[config.mk]
export PLATFORM = sky130hd
export DESIGN_NAME = mem_sdram_bridge
export DESIGN_NICKNAME = d
export VERILOG_FILES = /design/src/rtl/mem_sdram_bridge_pkg.sv /design/src/rtl/mem_load_align.sv /design/src/rtl/mem_sdram_bridge.sv
export SDC_FILE = /design/constraint.sdc
export NUM_CORES = 1
export LEC_CHECK = 0
export CELL_PAD_IN_SITES_DETAIL_PLACEMENT = 1
export CELL_PAD_IN_SITES_GLOBAL_PLACEMENT = 2
export CORE_ASPECT_RATIO = 0.6
export CORE_MARGIN = 4
export CORE_UTILIZATION = 28
export CTS_CLUSTER_DIAMETER = 120
export DETAILED_ROUTE_END_ITERATION = 10
export PLACE_DENSITY = 0.91
export SLEW_MARGIN = 15
export SYNTH_ARGS = -nofsm -noshare
export SYNTH_HDL_FRONTEND = slang
export SYNTH_SLANG_ARGS = --single-unit
[constraint.sdc]
create_clock -name clk_i -period 4.5 [get_ports clk_i]
set_clock_uncertainty 0.2 [all_clocks]
set_input_delay 0.9 -clock clk_i [delete_from_list [all_inputs] [get_ports clk_i]]
set_output_delay 0.9 -clock clk_i [all_outputs]
set_load 0.02 [all_outputs]
[src/rtl/mem_sdram_bridge_pkg.sv]
// Shared definitions for the CPU-to-SDRAM-controller bridge.
// Holds the bridge state encoding, the RISC-V funct3 load/store size codes,
// the number of 16-bit beats per access and the alignment helpers.
package mem_sdram_bridge_pkg;

    typedef enum logic [2:0] {
        ST_IDLE   = 3'd0,
        ST_REQ    = 3'd1,
        ST_WBEAT0 = 3'd2,
        ST_WBEAT1 = 3'd3,
        ST_RWAIT  = 3'd4,
        ST_DONE   = 3'd5
    } state_e;

    localparam logic [2:0] SZ_B  = 3'b000;
    localparam logic [2:0] SZ_H  = 3'b001;
    localparam logic [2:0] SZ_W  = 3'b010;
    localparam logic [2:0] SZ_BU = 3'b100;
    localparam logic [2:0] SZ_HU = 3'b101;

    localparam int BEAT_COUNT = 2;

    function automatic logic is_misaligned(input logic [2:0] size, input logic [1:0] addr_lo);
        case (size[1:0])
            SZ_H[1:0]: return addr_lo[0];
            SZ_W[1:0]: return (addr_lo != 2'b00);
            default:   return 1'b0;
        endcase
    endfunction

    // Drops the low address bits a halfword or word access is not allowed to use.
    function automatic logic [31:0] clear_misalign(input logic [2:0] size, input logic [31:0] addr);
        case (size[1:0])
            SZ_H[1:0]: return {addr[31:1], 1'b0};
            SZ_W[1:0]: return {addr[31:2], 2'b00};
            default:   return addr;
        endcase
    endfunction

endpackage

[src/rtl/mem_load_align.sv]
// Load-result formatting for the SDRAM bridge (purely combinational).
// Ports:
//   lo_i       - first read halfword (beat 0)
//   hi_i       - second read halfword (beat 1)
//   size_i     - funct3 load size; bit 2 selects zero-extension
//   byte_sel_i - byte address bit 0, picks the byte lane of lo_i
//   data_o     - extended 32-bit load result
module mem_load_align
    import mem_sdram_bridge_pkg::*;
(
    input  logic [15:0] lo_i,
    input  logic [15:0] hi_i,
    input  logic [2:0]  size_i,
    input  logic        byte_sel_i,
    output logic [31:0] data_o
);

    logic [7:0] byte_v;

    always_comb begin
        byte_v = byte_sel_i ? lo_i[15:8] : lo_i[7:0];
        case (size_i[1:0])
            SZ_B[1:0]: data_o = size_i[2] ? {24'h0, byte_v} : {{24{byte_v[7]}}, byte_v};
            SZ_H[1:0]: data_o = size_i[2] ? {16'h0, lo_i}   : {{16{lo_i[15]}}, lo_i};
            default:   data_o = {hi_i, lo_i};
        endcase
    end

endmodule

[src/rtl/mem_sdram_bridge.sv]
// Bridge between a single-outstanding CPU load/store port and a 16-bit SDRAM
// controller. Every access is two halfword beats; the controller's mc_act
// pulse moves the bridge out of its request phase.
//
// Optional feature macro: MEM_BRIDGE_MISALIGN_TRAP_EN
//   defined   - misaligned H/W accesses pulse cpu_err_o and are dropped
//   undefined - offending low address bits are cleared, cpu_err_o is 0
//
// Ports:
//   clk_i, reset_i            - clock, synchronous active-high reset
//   cpu_*_i / cpu_*_o         - CPU request, store data, load result, handshake
//   mc_addr_o .. mc_high_byte_o - request towards the SDRAM controller
//   mc_rd_data_i, mc_rd_valid_i - two-beat read return
//   mc_act_i, mc_init_i       - controller column-command pulse, init done
//
// state     | meaning
// ----------+-----------------------------------------------
// ST_IDLE   | waiting for cpu_rd/cpu_wr
// ST_REQ    | request held to controller until mc_act
// ST_WBEAT0 | low write halfword on mc_wr_data
// ST_WBEAT1 | high write halfword on mc_wr_data
// ST_RWAIT  | collecting the two read beats
// ST_DONE   | cpu_ready pulse, result presented
module mem_sdram_bridge
    import mem_sdram_bridge_pkg::*;
(
    input  logic        clk_i,
    input  logic        reset_i,
    input  logic [31:0] cpu_addr_i,
    input  logic        cpu_rd_i,
    input  logic        cpu_wr_i,
    input  logic [2:0]  cpu_size_i,
    input  logic [31:0] cpu_wdata_i,
    output logic [31:0] cpu_rdata_o,
    output logic        cpu_ready_o,
    output logic        cpu_busy_o,
    output logic        cpu_err_o,
    output logic [31:0] mc_addr_o,
    output logic        mc_rd_req_o,
    output logic        mc_wr_req_o,
    output logic [15:0] mc_wr_data_o,
    output logic [2:0]  mc_mem_size_o,
    output logic        mc_high_byte_o,
    input  logic [15:0] mc_rd_data_i,
    input  logic        mc_rd_valid_i,
    input  logic        mc_act_i,
    input  logic        mc_init_i
);

    state_e      state_q, state_d;
    logic [31:0] addr_q;
    logic [2:0]  size_q;
    logic [31:0] wdata_q;
    logic        wr_q;
    logic        beat_q;
    logic [15:0] lo_q;
    logic [31:0] rdata_q;
    logic [31:0] load_data;
    logic        trap_hit;
    logic        accept;
    logic        last_beat;
    logic [15:0] wr_lo;

`ifdef MEM_BRIDGE_MISALIGN_TRAP_EN
    logic err_q;

    assign trap_hit = is_misaligned(cpu_size_i, cpu_addr_i[1:0]);

    always_ff @(posedge clk_i) begin
        if (reset_i) err_q <= 1'b0;
        else         err_q <= (state_q == ST_IDLE) && (cpu_wr_i || cpu_rd_i) && trap_hit;
    end

    assign cpu_err_o = err_q;
`else
    assign trap_hit  = 1'b0;
    assign cpu_err_o = 1'b0;
`endif

    assign accept    = (state_q == ST_IDLE) && (cpu_wr_i || cpu_rd_i) && !trap_hit;
    assign last_beat = (beat_q == 1'(BEAT_COUNT - 1));

    always_ff @(posedge clk_i) begin
        if (reset_i) state_q <= ST_IDLE;
        else         state_q <= state_d;
    end

    always_comb begin
        state_d = state_q;
        case (state_q)
            ST_IDLE:   if (accept) state_d = ST_REQ;
            // mc_init gating guards against a stray act before the controller is up.
            ST_REQ:    if (mc_act_i && mc_init_i) state_d = wr_q ? ST_WBEAT0 : ST_RWAIT;
            ST_WBEAT0: state_d = ST_WBEAT1;
            ST_WBEAT1: state_d = ST_DONE;
            ST_RWAIT:  if (mc_rd_valid_i && last_beat) state_d = ST_DONE;
            ST_DONE:   state_d = ST_IDLE;
            default:   state_d = ST_IDLE;
        endcase
    end

    always_ff @(posedge clk_i) begin
        if (reset_i) begin
            addr_q  <= '0;
            size_q  <= '0;
            wdata_q <= '0;
            wr_q    <= 1'b0;
            beat_q  <= 1'b0;
            lo_q    <= '0;
            rdata_q <= '0;
        end else begin
            if (accept) begin
                addr_q  <= clear_misalign(cpu_size_i, cpu_addr_i);
                size_q  <= cpu_size_i;
                wdata_q <= cpu_wdata_i;
                wr_q    <= cpu_wr_i;
                beat_q  <= 1'b0;
            end
            if (state_q == ST_RWAIT && mc_rd_valid_i) begin
                if (last_beat) begin
                    rdata_q <= load_data;
                end else begin
                    lo_q   <= mc_rd_data_i;
                    beat_q <= beat_q + 1'b1;
                end
            end
            if (state_q == ST_WBEAT1) rdata_q <= '0;
        end
    end

    // The high half comes straight from the bus so the result is ready on beat 1.
    mem_load_align u_load_align (
        .lo_i       (lo_q),
        .hi_i       (mc_rd_data_i),
        .size_i     (size_q),
        .byte_sel_i (addr_q[0]),
        .data_o     (load_data)
    );

    // Byte stores replicate the byte so the controller's byte mask picks the lane.
    assign wr_lo = (size_q[1:0] == SZ_B[1:0]) ? {2{wdata_q[7:0]}} : wdata_q[15:0];

    always_comb begin
        mc_wr_data_o = wr_lo;
        if (state_q == ST_WBEAT1 && size_q[1:0] != SZ_B[1:0]) mc_wr_data_o = wdata_q[31:16];
    end

    assign mc_addr_o      = {1'b0, addr_q[31:2], (addr_q[1] & (size_q[1:0] != SZ_W[1:0]))};
    assign mc_rd_req_o    = (state_q == ST_REQ) && !wr_q;
    assign mc_wr_req_o    = (state_q == ST_REQ) && wr_q;
    assign mc_mem_size_o  = {1'b0, size_q[1:0]};
    assign mc_high_byte_o = (size_q[1:0] == SZ_B[1:0]) ? addr_q[0] : 1'b0;
    assign cpu_busy_o     = (state_q != ST_IDLE);
    assign cpu_ready_o    = (state_q == ST_DONE);
    assign cpu_rdata_o    = rdata_q;

endmodule

==> impl_metrics.toml, run 1 <==
[run_status]
status = "completed"

[logic_synthesis]
yosys-top-cells-area = "dfxtp_1, a21oi_1, o21ai_0, nand3_1, buf_4"
synth_area_mm2 = 0.005443
synth_top_area_share_pct = 44.14
async_flop_share_pct = 0
syn_area_per_cell_um2 = 8.322
synth-seq-area-share_pct = 44.14
yosysWarningCount = 0
ys_types = 42
synth_seq_cells = 120
synth_edf_count = 0
synthFlopType = "dfxtp_1"
synth_cells = 654
synth_area_leader_cell = "dfxtp_1"

[power_and_ir_drop]
power.density_mw_per_mm2 = 419.6
p_leak_uw = 0.002602
sw_frac_of_total_pct = 30.35
p_int_uw = 2239
peakVddDrop_mv = 0.2890
comb_power_share_pct = 20.0
p_sw_uw = 975.9
clock_power_share_pct = 43.1
p_seq_share_pct = 36.9

[timing]
fin_crit_ns = 3.627
fin_setup_tns_ns = 0
slew_violations = 0
max_freq_mhz = 275.7
timing.slew.headroom_pct = 31.94
fin_crit_sh_pct = 80.60
final-hold-violation-count = 0
setup-violations-final = 0
tightest_slew_ns = 1.021
grt_setup_unrepaired = "no"
worst_slack_ns = 0.8731

[routing]
postRouteAntennaNets = 0
postRouteWirelength_mm = 19.38
avgRoutedWirePerCell_um = 19.06
drc = 0
drt_first_iter_violations = 336
via_per_inst = 5.108
dr.pass1.iters = 4
vias = 5195

[global_route]
grt_usage_pct = 17.55
antenna_found_initial = 1
grt_overflow = 0
grt_pass1_wl_mm = 30.23
grt_max_degree = 70
grt_pass1_vias = 5239

[floorplan]
core_mm2 = 0.01903
row_count = 39
dieArea_mm2 = 0.02181
die_y_um = 116.0
start_util_pct = 28.60
pin_count = 179
fp.dieW_um = 188.0

[worst_setup_path]
cp_cell_sequence = "nand3b_1, buf_4, nor2b_1, buf_4, mux2_2, clkdlybuf4s50_1"
cp_data_required_time_ns = 3.40
endpoint_kind = "primary output"
timing.critical_path.slowest_cell_delay_ns = 0.54
cp_slowest_cell = "dfxtp_1"
critPathKind = "reg -> out"
cp_max_fo = 11
cpMostUsedCell = "buf_4"
cp-start-kind = "register"
crit_arrival_ns = 2.53

[layout]
nFillCells = 2193
drive_above_1_share_pct = 9.209
areaGrowthSynthToFinish_pct = 40.76
antenna_cells = 0
finalNetCount = 849
fin_util_pct = 40.26

[placement]
gp_congestion = 0.7874
dpl_worst_slack_ns = 1.299
hpwl_mm = 13.09
port_buffers = 175

[cts]
ctsResizeCount = 0
clock_latency_ns = 0.41
clk_pin_slew_worst_paths_ns = 0.06
cts_sinks = 120
cts_buffers = 17
hold_buffers = 0
postCtsSetupRepairBufs = 0
cts_tree = "done"
clockRootBuffer = "clkbuf_16"
cts_buffer_depth = 2
h-tree-depth = 4

[hold_path]
min_path_type = "reg -> reg"

[job]
maxCapViolCount = 0
## cells by family (layout without fill, tap and decap cells)
group / count (synthesis) / after routing / share of synthesized area [%]
adder cells (fa/ha/maj): 1 / 1 / 0.2298
other: 1 / 3 / 0.06890
flip-flops: 120 / 120 / 44.14
buffers and inverters: 111 / 226 / 10.97
multiplexers: 25 / 25 / 4.782
AND/OR/NAND/NOR: 143 / 143 / 13.26
AO/OA/AOI/OAI: 253 / 253 / 26.55
## final timing paths
kind	from	endpoint	slack (ns)	cells past startpoint
max	state_q[1]	mc_wr_data_o[6]	0.87	6
min	wdata_q[27]	wdata_q[27]	0.28	2
min reg2reg	wdata_q[27]	wdata_q[27]	0.28	2
max reg2reg	state_q[2]	cpu_rdata_o[15]	2.14	3
## metal layers
metal | vias up | global-route usage (%) | wire length [um]
li1 | 2534 | - | -
met1 | 2499 | 25.82 | 9978
met2 | 148 | 24.71 | 7833
met3 | 12 | 6.412 | 1423
met4 | 2 | 3.079 | 126
met5 | - | 0 | 16
## critical path, delay by kind of cell, from the launching register on
family | cells | cell delay [ns]
buffers and inverters | 3 | 0.95
DFF | 1 | 0.54
muxes | 1 | 0.36
and+or+nand+nor | 2 | 0.26
## registers in the layout, summed over array words and instances (netlist names)
name         flops
addr_q          32
cpu_rdata_o     32
wdata_q         32
state_q          3
size_q           3
beat_q           1
lo_q            16
wr_q             1
## cells in the final DEF (no fill, tap or decap), types with 2 or more instances in the layout
| cell type | synthesis | routed |
|---|---|---|
| nand3_1 | 82 | 82 |
| a311oi_1 | 16 | 16 |
| clkinv_2 | 0 | 2 |
| mux2_2 | 8 | 8 |
| nand2b_1 | 3 | 3 |
| dfxtp_1 | 120 | 120 |
| nor3_1 | 3 | 3 |
| mux2i_1 | 17 | 17 |
| o21ai_1 | 3 | 3 |
| nand2_1 | 27 | 27 |
| a311oi_2 | 8 | 8 |
| o21ai_0 | 84 | 84 |
| buf_4 | 36 | 14 |
| nand3b_1 | 2 | 2 |
| a21oi_1 | 128 | 128 |
| clkinv_4 | 0 | 4 |
| bufinv_16 | 0 | 2 |
| inv_1 | 4 | 3 |
| nor2_1 | 12 | 10 |
| clkbuf_16 | 0 | 17 |
| clkdlybuf4s50_1 | 0 | 174 |
| conb_1 | 1 | 3 |
| a211oi_1 | 8 | 8 |
| inv_6 | 0 | 5 |
| and3b_1 | 2 | 2 |
| nor2b_1 | 2 | 2 |
## cell type report
cell class | instances | area (um^2) | share of cell area [%]
Sequential cell | 120 | 2402 | 31.36
Clock inverter | 15 | 167.7 | 2.188
Tap cell | 246 | 307.8 | 4.018
Clock buffer | 17 | 425.4 | 5.553
Inverter | 5 | 18.77 | 0.2450
Timing Repair Buffer | 189 | 1867 | 24.37
Multi-Input combinational cell | 425 | 2472 | 32.27
## synth_stat cells, drive strengths merged, types with 2 or more instances
library cell	instances
o21ai	87
nand2b	3
inv	4
mux2	8
a21oi	128
a311oi	24
nand3	82
nor3	4
and3b	2
buf	60
nand2	27
nor2	12
mux2i	17
or2	2
clkbuf	46
a211oi	8
nand3b	2
nor2b	2
dfxtp	120
## per-stage QoR
step | instance area (um^2) | std cells | total power [uW] | hold slack, ns
after floorplan | 5450 | 656 | 1588 | 0.2461
after global placement | 7068 | 985 | 1853 | 0.2623
after detailed placement | 7068 | 985 | 1857 | 0.2692
after CTS | 7661 | 1017 | 3255 | 0.2772
after global routing | 7661 | 1017 | 3370 | 0.2916
final | 7661 | 1017 | 3215 | 0.2753
## power by group through the flow
stage / combinational, uW / clock (uW) / sequential (uW)
2_1_floorplan: 404 / 0 / 1180
3_3_place_gp: 646 / 0 / 1210
3_5_place_dp: 648 / 0 / 1210
4_1_cts: 653 / 1420 / 1190
5_1_grt: 704 / 1470 / 1190
6_report: 644 / 1390 / 1190
No activity file was read; power rests on OpenSTA's default activity.
==> inputs of run 2 (changes only) <==
Settings changed: CORE_UTILIZATION 28 to 26, PLACE_DENSITY 0.91 to 0.86.
Clock period 4.5 ns to 3.39 ns, I/O delays scaled along.
==> impl_metrics.toml, run 2 (synthesis results as in run 1) <==
[layout]
layout_commonest_cell = "clkdlybuf4s50_1"
drive_above_1_share_pct = 9.407
areaGrowthSynthToFinish_pct = 43.01
final_cell_mix = "clkdlybuf4s50_1, a21oi_1, dfxtp_1, o21ai_0, nand3_1"
antenna_cells = 0
nFillCells = 2359
finalNetCount = 855

[floorplan]
dieArea_mm2 = 0.02339
pin_count = 179
start_util_pct = 26.85
die_y_um = 120.1
core_mm2 = 0.02027
fp.dieW_um = 194.8
row_count = 40

[hold_path]
min_path_type = "reg -> reg"

[cts]
ctsResizeCount = 0
postCtsSetupRepairBufs = 0
cts_sinks = 120
cts_buffers = 17
clk_pin_slew_worst_paths_ns = 0.06
hold_buffers = 0
clock_latency_ns = 0.42
cts_buffer_depth = 2
cts_tree = "done"
clockRootBuffer = "clkbuf_16"
h-tree-depth = 4

[worst_setup_path]
cp_data_required_time_ns = 2.51
crit_arrival_ns = 2.31
cp_cell_sequence = "or2_1, nor2b_1, buf_4, mux2_2, clkdlybuf4s50_1"
cp_max_fo = 8
critPathTopFamily = "buffers and inverters"
critPathBufInv = 2
cp_slowest_cell = "clkdlybuf4s50_1"
critPathKind = "reg -> out"
timing.critical_path.slowest_cell_delay_ns = 0.54
endpoint_kind = "primary output"
cp-start-kind = "register"

[run_status]
status = "completed"

[timing]
timing.slew.headroom_pct = 47.58
fin_crit_sh_pct = 93.97
slew_violations = 0
grt_setup_unrepaired = "no"
fin_crit_ns = 3.185
whs_ns = 0.2732
max_freq_mhz = 313.9
fin_setup_tns_ns = 0
tightest_slew_ns = 0.7863
final-hold-violation-count = 0
setup-violations-final = 0

[routing]
met3_length_mm = 1.532
wl_met1_mm = 10.10
dr.pass1.iters = 4
drt_first_iter_violations = 299
vias = 5222
postRouteAntennaNets = 0
avgRoutedWirePerCell_um = 18.99
via_per_inst = 4.978
wl_met2_mm = 7.965
top_layer = "met5"
postRouteWirelength_mm = 19.92
drc = 0

[global_route]
grt_usage_pct = 17.03
grt_pass1_wl_mm = 31.44
grt_pass1_vias = 5333
grt_overflow = 0
grt_max_degree = 69
antenna_found_initial = 1

[job]
maxCapViolCount = 0

[power_and_ir_drop]
p_leak_uw = 0.002648
power.density_mw_per_mm2 = 559.8
peakVddDrop_mv = 0.3859

[placement]
gp_congestion = 0.7973
port_buffers = 175
hpwl_mm = 13.36
[run 2: through the flow]
stage	util (%)	total power (uW)	cells	setup slack, ns	area, um^2
global placement	35.38	2468	1018	0.6900	7172
floorplan	-	2108	656	1.016	5450
global route	38.40	4566	1049	0.08912	7784
CTS	38.40	4420	1049	0.1575	7784
finish	38.40	4357	1049	0.2046	7784
detailed placement	35.38	2475	1018	0.6386	7172
[run 2: path summary, 6_finish.rpt]
path,slack (ns),from,endpoint,depth (start not counted)
hold / removal,0.27,addr_q[28],addr_q[28],2
setup / recovery,0.20,size_q[0],mc_wr_data_o[7],5
setup reg to reg,1.27,state_q[2],addr_q[1],5
hold reg to reg,0.27,addr_q[28],addr_q[28],2
[run 2: worst reg2reg max path, stage by stage (launching register included)]
cell and delay (ns):
dfxtp_1 0.31, buf_4 0.18, nor3_4 0.27, buf_4 0.67, o2111ai_1 0.25, a21oi_1 0.18
[run 2: report_power, final]
| part | total, uW | internal [uW] | switching [uW] |
|---|---|---|---|
| Sequential | 1560 | 1510 | 57.1 |
| Clock | 1920 | 1260 | 659 |
| Combinational | 875 | 373 | 501 |
| Total | 4360 | 3140 | 1220 |
[run 2: cell type report]
class / count / area (um^2) / area share (%)
clock buffer: 22 / 464.2 / 5.964
sequential: 120 / 2402 / 30.86
timing repair buffer: 195 / 1937 / 24.88
multi-input combinational: 425 / 2472 / 31.76
tap: 273 / 341.6 / 4.388
clock inverter: 9 / 147.6 / 1.897
inverter: 5 / 18.77 / 0.2411
[run 2: layer usage]
layer	vias up	global-route usage, %
met3	24	6.453
met1	2514	24.96
met2	143	23.00
met4	2	4.752
met5	-	0
li1	2539	-
==> inputs of run 3 (changes only) <==
Settings changed: ABC_CLOCK_PERIOD_IN_PS set to 3390, CTS_CLUSTER_SIZE set to 8.
==> results of run 3 <==
No change in the layout: final DEF, timing and power equal those of run 2.
